==> src/rtl/axis_pkt_rx.sv <==
// AXI-Stream packet receiver: FWFT beat FIFO plus one length/tid/error descriptor per packet.
// Optional AXIS_RX_STATS_EN adds stat_pkts/stat_errs counters.
module axis_pkt_rx #(
  parameter int DATA_WIDTH = 32,
  parameter int ID_WIDTH   = 2,
  parameter int FIFO_DEPTH = 8,
  parameter int LEN_WIDTH  = 16
) (
  input  logic                    clk,
  input  logic                    rst_n,
  input  logic                    s_tvalid,
  output logic                    s_tready,
  input  logic [DATA_WIDTH-1:0]   s_tdata,
  input  logic [DATA_WIDTH/8-1:0] s_tkeep,
  input  logic                    s_tlast,
  input  logic [ID_WIDTH-1:0]     s_tid,
  input  logic                    rd_en,
  output logic                    rd_empty,
  output logic [DATA_WIDTH-1:0]   rd_data,
  output logic [DATA_WIDTH/8-1:0] rd_keep,
  output logic                    rd_last,
  output logic                    desc_valid,
  input  logic                    desc_ready,
  output logic [LEN_WIDTH-1:0]    desc_len,
  output logic [ID_WIDTH-1:0]     desc_tid,
  output logic [2:0]              desc_err
`ifdef AXIS_RX_STATS_EN
  ,
  output logic [31:0]             stat_pkts,
  output logic [31:0]             stat_errs
`endif
);
  localparam int KW = DATA_WIDTH / 8;
  localparam int AW = $clog2(FIFO_DEPTH);
  localparam int CW = AW + 1;

  typedef enum logic [1:0] {IDLE, RECV, DESC} state_t;
  state_t state_q, state_d;

  logic [DATA_WIDTH-1:0] mem_data [FIFO_DEPTH];
  logic [KW-1:0]         mem_keep [FIFO_DEPTH];
  logic                  mem_last [FIFO_DEPTH];
  logic [AW-1:0]         wr_ptr_q, rd_ptr_q;
  logic [CW-1:0]         cnt_q, cnt_d;
  logic                  live_q;
  logic [LEN_WIDTH-1:0]  len_q, len_d;
  logic [ID_WIDTH-1:0]   tid_q, tid_d;
  logic [2:0]            err_q, err_d;
  logic                  push, pop, keep_bad, ovf;
  logic [KW-1:0]         keep_inc;
  logic [LEN_WIDTH:0]    sum;

  function automatic logic [LEN_WIDTH:0] popcnt(input logic [KW-1:0] k);
    logic [LEN_WIDTH:0] n;
    n = '0;
    for (int i = 0; i < KW; i++) n = n + {{LEN_WIDTH{1'b0}}, k[i]};
    return n;
  endfunction

  assign push     = s_tvalid && s_tready;
  assign rd_empty = (cnt_q == '0);
  assign pop      = rd_en && !rd_empty;
  assign rd_data  = rd_empty ? '0 : mem_data[rd_ptr_q];
  assign rd_keep  = rd_empty ? '0 : mem_keep[rd_ptr_q];
  assign rd_last  = rd_empty ? 1'b0 : mem_last[rd_ptr_q];

  always_ff @(posedge clk) begin
    if (!rst_n) state_q <= IDLE;
    else        state_q <= state_d;
  end

  always_comb begin
    state_d = state_q;
    case (state_q)
      IDLE:    if (push) state_d = s_tlast ? DESC : RECV;
      RECV:    if (push && s_tlast) state_d = DESC;
      DESC:    if (desc_ready) state_d = IDLE;
      default: state_d = IDLE;
    endcase
  end

  // live_q keeps s_tready low during reset and releases it one edge later
  always_comb begin
    s_tready   = live_q && (cnt_q != CW'(FIFO_DEPTH)) && (state_q != DESC);
    desc_valid = (state_q == DESC);
    desc_len   = desc_valid ? len_q : '0;
    desc_tid   = desc_valid ? tid_q : '0;
    desc_err   = desc_valid ? err_q : '0;
  end

  always_comb begin
    keep_inc = s_tkeep + 1'b1;
    keep_bad = s_tlast ? ((s_tkeep == '0) || ((s_tkeep & keep_inc) != '0))
                       : (s_tkeep != '1);
    sum      = ((state_q == IDLE) ? '0 : {1'b0, len_q}) + popcnt(s_tkeep);
    ovf      = sum[LEN_WIDTH];
    len_d    = len_q;
    tid_d    = tid_q;
    err_d    = err_q;
    if (push) begin
      len_d = ovf ? '1 : sum[LEN_WIDTH-1:0];
      if (state_q == IDLE) begin
        tid_d = s_tid;
        err_d = {ovf, keep_bad, 1'b0};
      end else begin
        err_d = err_q | {ovf, keep_bad, s_tid != tid_q};
      end
    end
    case ({push, pop})
      2'b10:   cnt_d = cnt_q + 1'b1;
      2'b01:   cnt_d = cnt_q - 1'b1;
      default: cnt_d = cnt_q;
    endcase
  end

  always_ff @(posedge clk) begin
    if (!rst_n) begin
      live_q   <= 1'b0;
      wr_ptr_q <= '0;
      rd_ptr_q <= '0;
      cnt_q    <= '0;
      len_q    <= '0;
      tid_q    <= '0;
      err_q    <= '0;
    end else begin
      live_q <= 1'b1;
      cnt_q  <= cnt_d;
      len_q  <= len_d;
      tid_q  <= tid_d;
      err_q  <= err_d;
      if (push) wr_ptr_q <= wr_ptr_q + 1'b1;
      if (pop)  rd_ptr_q <= rd_ptr_q + 1'b1;
    end
  end

  // Storage needs no reset: reads are masked while empty
  always_ff @(posedge clk) begin
    if (push) begin
      mem_data[wr_ptr_q] <= s_tdata;
      mem_keep[wr_ptr_q] <= s_tkeep;
      mem_last[wr_ptr_q] <= s_tlast;
    end
  end

`ifdef AXIS_RX_STATS_EN
  logic [31:0] stat_pkts_q, stat_errs_q;
  always_ff @(posedge clk) begin
    if (!rst_n) begin
      stat_pkts_q <= '0;
      stat_errs_q <= '0;
    end else if (state_q == DESC && desc_ready) begin
      stat_pkts_q <= stat_pkts_q + 32'd1;
      if (err_q != '0) stat_errs_q <= stat_errs_q + 32'd1;
    end
  end
  assign stat_pkts = stat_pkts_q;
  assign stat_errs = stat_errs_q;
`endif
endmodule

==> config.mk <==
export PLATFORM = sky130hd
export DESIGN_NAME = axis_pkt_rx
export DESIGN_NICKNAME = d
export VERILOG_FILES = /design/src/rtl/axis_pkt_rx.sv
export SDC_FILE = /design/constraint.sdc
export NUM_CORES = 1
export LEC_CHECK = 0
export ABC_CLOCK_PERIOD_IN_PS = 6580
export BUFFER_PORTS_ARGS = -buffer_cell sky130_fd_sc_hd__buf_2
export CAP_MARGIN = 15
export CORE_UTILIZATION = 38
export CTS_CLUSTER_DIAMETER = 50
export DETAILED_ROUTE_END_ITERATION = 7
export GPL_ROUTABILITY_DRIVEN = 0
export PLACE_DENSITY = 0.6
export SLEW_MARGIN = 20
export SYNTH_ARGS = -nofsm -noshare
export SYNTH_HDL_FRONTEND = slang
export SYNTH_SLANG_ARGS = --single-unit
export TNS_END_PERCENT = 20
==> constraint.sdc <==
create_clock -name clk -period 6.58 [get_ports clk]
set_input_delay 0.658 -clock clk [delete_from_list [all_inputs] [get_ports clk]]
set_output_delay 0.658 -clock clk [all_outputs]
set_load 0.02 [all_outputs]
==> results of run 1 <==
## flip-flops by register name (all words and copies together) (netlist names), named ones only
signal and count:
state_q 2, tid_q 2, mem_keep 32, len_q 16, wr_ptr_q 3, live_q 1
cnt_q 4, err_q 3, mem_last 8, rd_ptr_q 3, mem_data 256
## cell families (layout without fill, tap and decap cells)
family                   count (synthesis)  in the layout
flip-flops                             333            333
buffers and inverters                   51            203
adder cells (fa/ha/maj)                 12             12
AO/OA/AOI/OAI                           62             62
AND/OR/NAND/NOR                        144            144
multiplexers                           116            116
XOR/XNOR                                10             10
## power groups by stage
stage               clock network, mW  registers, mW  logic (mW)
floorplan                           0           2.43        1.01
global placement                    0           2.53        1.31
detailed placement                  0           2.53        1.31
CTS                              2.19           2.48        1.32
global route                     2.28           2.50        1.39
finish                           2.14           2.47        1.28
## stage by stage
| step | worst slack (ns) | hold WS (ns) |
|---|---|---|
| after floorplan | 0.855 | 0.429 |
| after global placement | 3.15 | 0.451 |
| after detailed placement | 3.12 | 0.454 |
| after CTS | 2.55 | 0.384 |
| after global routing | 2.43 | 0.401 |
| final | 2.69 | 0.406 |
## path summary, 6_finish.rpt
path,endpoint,depth (start not counted),from
max,rd_data[4],5,register
min,mem_data[1][12]$_DFFE_PP_,1,s_tdata[12]
max reg2reg,mem_data[2][11]$_DFFE_PP_,5,cnt_q[1]$_SDFFE_PN0P_
min reg2reg,err_q[1]$_SDFFE_PN0P_,2,err_q[1]$_SDFFE_PN0P_
## synth_stat cells (all sizes together) (5+ instances only)
cell type	instances
xnor2	6
mux2i	42
mux4	74
a21oi	18
buf	12
o21a	5
inv	13
edfxtp	296
ha	9
clkbuf	26
nor2	58
dfxtp	37
o21ai	14
nand2	25
and2	26
## per-layer routing
metal	global-route usage (%)	vias up
met2	25.6	144
met5	0	-
li1	-	3144
met4	4.28	0
met1	20.8	3489
met3	2.80	46
## area by class of cell
type	instances	area, um^2
Clock buffer	47	1050
Inverter	13	51.3
Multi-Input combinational cell	344	3570
Fill cell	3003	18900
Timing Repair Buffer	118	626
Tap cell	455	569
Clock inverter	25	251
Sequential cell	333	9640
==> impl_results.md, run 1 <==
- Status: completed
- Clock buffer depth: 3
- Final Max Slew Viols: 0
- Maximum clock frequency: between 200 and 300 MHz
- Critical path's top delay family: buffers and inverters
- Critical Path Source Type: register
- Yosys cell types: 60
- Dpl hpwl: approximately 15000 um
- Synth warnings: 0
- Max-cap violation count: 0
- Syn_area_per_cell: between 15 and 20 um^2
- First-pass GRT wire length: 41900 um
- Synth Area in Adders: 1.29%
- Layout Cells excl Fill: about 1300
- P&R area growth vs syn: 17.7%
- Register area share after synthesis: between 70% and 80%
- ANT cells: 0
- Number of cell rows: approximately 70
- Final hold vios: 0
- Post CTS Setup Buffer Count: 0
- Leak: about 5.2 nW
- M1 WL: 12400 um
- Hold buffer count at CTS: 0
- Syn_nets: 784
- Relative slew slack: 37.5%
- Routed len/inst: a little over 20 um
- Top cell type's share of synthesized area: around 66%
- Wire length on met2: approximately 13000 um
- FF-to-FF setup slack: 3.48 ns
- Routed length on met3: roughly 1100 um
- Total power: 5.89 mW
- Commonest non-fill, non-tap cells in the layout: edfxtp_1, buf_2, mux4_2, nor2_1, mux2i_1
- Sw frac: about 29%
- Final min period: approximately 3.9 ns
- VDD IR max: 0.203 mV
- Gr ovfl total: 0
- Layout cell share with drive strength beyond 1: between 30% and 40%
- Clk_lat worst skew: 0.52 ns
- CTS tree: built
- Synthesis-stage register bit count: ~330
- Final setup vio count: 0
- CP Class: register to output port
- Tightest Pin Transition: a little over 0.9 ns
- Crit path max-delay cell type: dfxtp_4
- Cells after DPL: about 1300
- CP bufs+invs: 2
- Critical path data required time: roughly 5.9 ns
- Post-Syn Area: 13400 um^2
- DRT iter0 DRCs: about 310
- Setup TNS: 0 ns
- Initial antenna violation count: 0
- P_int: ~4.2 mW
- Largest net degree at the start of global routing: 50
- EDFF count, synth: about 300
- Clock Sinks: 333
- Die height: between 150 and 200 um
- Nets: between 900 and 1000
- Vias in the first global route: 7145
- P_sw: 1.70 mW
- Critical path data arrival time: ~3.2 ns
- Drt first pass iters: 4
- Initial Util: around two fifths
- Final ANT Viol Nets: 0
- Crit path max fanout: 39
- Worst hold path type: primary input to register
- Xor/xnor share of the synthesized area: 0.654%
- Yosys top cell by area: edfxtp_1
- Asr flop ratio synth: 0%
- Largest family of logic cells by synthesized area: multiplexers
- Uppermost layer routed: met4
- Chip Width: about 190 um
- Post-CTS sizing: 0
- Top cells by area, synth: edfxtp_1, mux4_2, dfxtp_1, mux2i_1, nor2_1
- Crit path largest cell delay: 0.86 ns
- Post-Layout Inst Area: 15800 um^2
- Core Util, Final: between 40% and 50%
- Critical path capture point type: output port
- Synth Area in Compound Gates: ~3.2%
- CTS buffer count: 40
- Clock transition at path regs: 0.06 ns
- Flop pwr share: about two fifths
- Routed vias: between 6000 and 7000
- All-Layer GR Usage: approximately 15%
- Clk pwr share: between 30% and 40%
- Port bufs: 104
- Io pins: 105
- Setup Skew: 0.0212 ns
- Post-route clock period utilization: 59.2%
- Ys flop type: edfxtp_1
- Pwr dens: 374 nW/um^2
- # DRC: 0
- Unrepaired setup endpoints after global routing: false
- Core Area: roughly 35000 um^2
- H-Tree Depth: 2
- Clk root buf: clkbuf_16
- Full die area: about 36000 um^2
- Via density: roughly 5
- Combinational power share: between 20% and 30%
- Post-Route WL: 27100 um
- Area after DPL: about 14000 um^2
- Synth Instances: approximately 730
- Simple-gate share of the synthesized area: ~5.6%
- Mux contribution to synthesized area: between 15 and 20%
- Commonest non-fill, non-tap cell in the layout: edfxtp_1
- Crit path cell chain: buf_4 > mux4_2 > mux2i_1 > nor2_1 > buf_2
No activity file was read; power rests on OpenSTA's default activity.
==> run 2: changes to the inputs <==
ABC_CLOCK_PERIOD_IN_PS = 3600   (was 6580)
clock period = 3.6 ns   (was 6.58 ns; I/O delays follow)
==> impl_results.md, run 2 (synthesis results as in run 1) <==
- Status: completed
- Unrepaired setup endpoints after global routing: false
- Crit path max-delay cell type: dfxtp_4
- Critical path capture point type: output port
- Initial Util: around 39%
- Post-Route WL: approximately 27000 um
- Max-cap violation count: 0
- Hold buffer count at CTS: 0
- Relative slew slack: between 40 and 50%
- Most Crowded Layer GR: met2
- Final WS setup: about 0.64 ns
- Cells after DPL: 1268
- Setup Skew: approximately 0.015 ns
- Largest Register: mem_data
- Final Max Slew Viols: 0
- Die height: ~190 um
- Final ANT Viol Nets: 0
- Pwr dens: ~690 nW/um^2
- Fillers: 2984
- Largest net degree at the start of global routing: 51
- Critical path data arrival time: between 2 and 3 ns
- Io pins: between 100 and 150
- Hold Crit Depth: 1
- Tightest Pin Transition: 0.777 ns
- Initial antenna violation count: 0
- Core Area: between 30000 and 40000 um^2
- First-pass GRT wire length: roughly 42000 um
- Clock transition at path regs: ~0.06 ns
- HP Start: s_tdata[25]
- # DRC: 0
- Final hold vios: 0
- CTS tree: built
- Cells on worst reg2reg path: 10
- Sequential cell area: ~9600 um^2
- Clock buffer depth: 3
- Setup TNS: 0 ns
- Worst hold path type: primary input to register
- Port bufs: approximately 100
- Nets: 909
- Clk_lat worst skew: between 0.5 and 0.6 ns
- Via density: a little over 5
- Maximum clock frequency: 338 MHz
- Crit path largest cell delay: around 0.7 ns
- Critical path data required time: 3.24 ns
- Core Util, Final: 45.9%
- Routed len/inst: between 20 and 25 um
- H-Tree Depth: 2
- Number of flip-flops in the largest register: around 260
- Clk root buf: clkbuf_16
- Chip Width: approximately 190 um
- Crit path cell chain: buf_4 > mux4_2 > mux2i_1 > nor2_1 > buf_2
- Dpl hpwl: 15100 um
- Area used by multi-input combinational logic: roughly 3600 um^2
- VDD IR max: about 0.38 mV
- GRT met2 Usage: between 20% and 30%
- Vias in the first global route: about 7100
- Number of cell rows: 68
- Layout cell share with drive strength beyond 1: between 30% and 40%
- CTS buffer count: 38
- Gr ovfl total: 0
- Reg2reg end: cnt_q[2]$_SDFFE_PN0P_
- Hold Crit Endpoint: mem_data[3][25]$_DFFE_PP_
- CP Class: register to output port
- Final setup vio count: 0
- Routed vias: approximately 7000
- Clock Sinks: around 330
- RR Startpoint: cnt_q[1]$_SDFFE_PN0P_
- Final min period: 2.96 ns
- Crit path max fanout: 26
- ANT cells: 0
- Critical Path Source Type: register
- Worst setup slack after placement: a little under 0.5 ns
- All-Layer GR Usage: between 10% and 20%
- FF-to-FF setup slack: 0.69 ns
- Commonest non-fill, non-tap cells in the layout: edfxtp_1, buf_2, mux4_2, nor2_1, mux2i_1
- Full die area: between 30000 and 40000 um^2
- Leak: 5.26 nW
- Post-route clock period utilization: between 80 and 90%
- Post-CTS sizing: 0
- Layout Cells excl Fill: roughly 1300
- DRT iter0 DRCs: roughly 510
- P&R area growth vs syn: 18.7%
- Drt first pass iters: 4
- Largest regs: mem_data (256), mem_keep (32), len_q (16)
- Post CTS Setup Buffer Count: 0
- Met3 GRT Util: 2.53%
- Commonest non-fill, non-tap cell in the layout: edfxtp_1
- Met1 usage: a little over a fifth
- Total power: around 11 mW
## run 2: routing by layer
layer	vias up	wire, um
met5	-	0
met4	0	556
met3	44	1260
met2	166	13200
met1	3525	12200
li1	3153	-
## run 2: worst max-delay path by stage
stage | cells past startpoint | endpoint | slack (ns) | start
floorplan | 6 | mem_data[6][0]$_DFFE_PP_ | -0.97 | state_q[1]$_SDFFE_PN0P_
global placement | 10 | len_q[3]$_SDFFE_PN0P_ | 0.53 | s_tkeep[0]
detailed placement | 10 | len_q[4]$_SDFFE_PN0P_ | 0.49 | s_tkeep[0]
CTS | 5 | rd_data[10] | 0.56 | register
global route | 5 | rd_data[10] | 0.48 | register
finish | 5 | rd_data[10] | 0.64 | register
## run 2: area by class of cell
cell class / count / area share [%]
Clock buffer: 44 / 6.39
Clock inverter: 24 / 2.00
Inverter: 13 / 0.323
Multi-Input combinational cell: 344 / 22.6
Sequential cell: 333 / 60.7
Tap cell: 455 / 3.58
Timing Repair Buffer: 123 / 4.41
## run 2: power by group
part	internal, mW	switching (mW)	total (mW)	leakage, nW
Sequential	4.32	0.188	4.51	2.98
Clock	2.49	1.53	4.02	0.649
Combinational	1.06	1.38	2.44	1.63
Total	7.87	3.10	11.0	5.26
## run 2: worst max-delay path, delay by kind of cell (launching register included)
family / cells / cell delay [ns]
AND/OR/NAND/NOR: 1 / 0.07
multiplexers: 2 / 0.74
buffers and inverters: 2 / 0.51
flip-flops: 1 / 0.72
## run 2: stage by stage
step	area [um^2]	hold slack, ns
CTS	15900	0.0843
global placement	14600	0.445
floorplan	13400	0.388
global route	15900	0.0977
finish	15900	0.110
detailed placement	14600	0.467
==> run 3: changes to the inputs <==
ABC_CLOCK_PERIOD_IN_PS = 2900   (was 3600)
clock period = 2.9 ns   (was 3.6 ns; I/O delays follow)
==> impl_results.md, run 3 (synthesis results as in run 1) <==
- Final Max Slew Viols: 0
- Commonest non-fill, non-tap cell in the layout: edfxtp_1
- CTS tree: built
- Post-Route WL: 27400 um
- Critical path capture point type: output port
- First-pass GRT wire length: ~42000 um
- Crit path largest cell delay: between 0.5 and 0.6 ns
- VDD IR max: between 0.4 and 0.5 mV
- Final min period: approximately 2.6 ns
- Relative slew slack: between 60% and 70%
- Status: completed
- Unrepaired setup endpoints after global routing: false
- Number of flip-flops in the largest register: around 260
- Hold buffer count at CTS: 0
- Worst hold path type: primary input to register
- Gr ovfl total: 0
- Full die area: between 30000 and 40000 um^2
- P&R area growth vs syn: 19.3%
- CP Class: register to output port
- Chip Width: around 190 um
- Crit path max fanout: 12
- RR Startpoint: cnt_q[1]$_SDFFE_PN0P_
- Clk root buf: clkbuf_16
- CTS buffer count: 38
- Post-route clock period utilization: approximately nine tenths
- FF-to-FF setup slack: a little under 0.4 ns
- Cells on worst reg2reg path: 10
- Dpl hpwl: between 15000 and 20000 um
- Largest net degree at the start of global routing: 39
- Layout cell share with drive strength beyond 1: between 30% and 40%
- Largest Register: mem_data
- Clock transition at path regs: ~0.060 ns
- Initial Util: approximately two fifths
- HP Start: s_tdata[24]
- # DRC: 0
- Number of cell rows: 68
- Via density: 5.13
- Core Util, Final: between 40 and 50%
- Drt first pass iters: 5
- Clk_lat worst skew: 0.52 ns
- Clock Sinks: approximately 330
- CP bufs+invs: 2
- Routed vias: a little under 7000
- Total power: 13.2 mW
- Tightest Pin Transition: between 0.5 and 0.6 ns
- Critical path data required time: roughly 2.6 ns
- Post-CTS sizing: 0
- Critical Path Source Type: register
- Pwr dens: just over 800 nW/um^2
- Largest regs: mem_data (256), mem_keep (32), len_q (16)
- Critical path's top delay family: multiplexers
- Setup Skew: 0.0119 ns
- Initial antenna violation count: 0
- Final ANT Viol Nets: 0
- Final WS setup: ~0.28 ns
- All-Layer GR Usage: 15.4%
- Crit path depth: 5
- Crit path cell chain: buf_4 > mux4_2 > mux2i_1 > nor2_1 > buf_2
- Routed len/inst: between 20 and 25 um
- Max-cap violation count: 0
- Leak: around 5.3 nW
- Crit path max-delay cell type: dfxtp_4
- Clock buffer depth: 3
- Maximum clock frequency: 381 MHz
- Fillers: approximately 3000
- Worst setup slack after placement: about 0.08 ns
- Final setup vio count: 0
- Nets: 920
- H-Tree Depth: 2
- Vias in the first global route: between 7000 and 8000
- Port bufs: around 100
- Final hold vios: 0
- Io pins: approximately 110
- Reg2reg end: cnt_q[2]$_SDFFE_PN0P_
- Commonest non-fill, non-tap cells in the layout: edfxtp_1, buf_2, mux4_2, nor2_1, mux2i_1
- CP endpoint: rd_data[28]
- Die height: 190 um
- Core Area: approximately 35000 um^2
- DRT iter0 DRCs: 488
- Critical path data arrival time: around 2.3 ns
-- run 3: where the power goes --
group | internal, mW | switching, mW | total (mW)
Sequential | 5.37 | 0.168 | 5.53
Clock | 2.57 | 1.88 | 4.45
Combinational | 1.39 | 1.80 | 3.19
Total | 9.32 | 3.84 | 13.2
-- run 3: how the worst min path moves through the flow --
stage                           endpoint  slack, ns  depth (start not counted)
6_report       mem_data[5][24]$_DFFE_PP_       0.04                          1
5_1_grt         mem_data[4][4]$_DFFE_PP_       0.04                          1
4_1_cts         mem_data[0][0]$_DFFE_PP_       0.02                          1
3_5_place_dp       err_q[0]$_SDFFE_PN0P_       0.47                          2
3_3_place_gp       err_q[0]$_SDFFE_PN0P_       0.45                          2
2_1_floorplan             live_q$_DFF_P_       0.32                          0
-- run 3: layer usage --
metal,part of all wire (%),GRT usage (%),up-vias
met5,0,0,-
met4,1.6,4.16,0
met3,4.5,2.53,39
met2,49,26.1,160
met1,44,20.7,3554
li1,-,-,3176
-- run 3: worst register-to-register path, cell delays in order (launching register included) --
cell     delay [ns]
dfxtp_1        0.38
or4b_4         0.54
and4_4         0.22
inv_4          0.06
ha_1           0.25
xor2_1         0.17
ha_1           0.16
a21oi_1        0.05
xor2_1         0.16
or3_1          0.31
a21oi_1        0.13
-- run 3: layout make-up --
cell class / count / area [um^2] / area share [%]
Sequential cell: 333 / 9640 / 60.3
Multi-Input combinational cell: 344 / 3620 / 22.7
Clock buffer: 44 / 995 / 6.23
Timing Repair Buffer: 134 / 926 / 5.80
Tap cell: 455 / 569 / 3.56
Clock inverter: 26 / 175 / 1.10
Inverter: 13 / 51.3 / 0.321
Antenna cell: 1 / 2.50 / 0.0157
-- run 3: timing repair --
item / in CTS / in global routing
setup buffers: 0 / 1
setup endpoints to repair: 0 / 4
endpoints found under the hold margin: 0 / 0
-- run 3: per-stage QoR --
step	cells	setup TNS, ns	hold WS [ns]	cell area (um^2)
after detailed placement	1278	0	0.466	14800
after CTS	1348	0	0.0170	15900
after global placement	1278	0	0.450	14800
after global routing	1349	0	0.0353	16000
after floorplan	728	-94.61	0.318	13400
final	1350	0	0.0359	16000
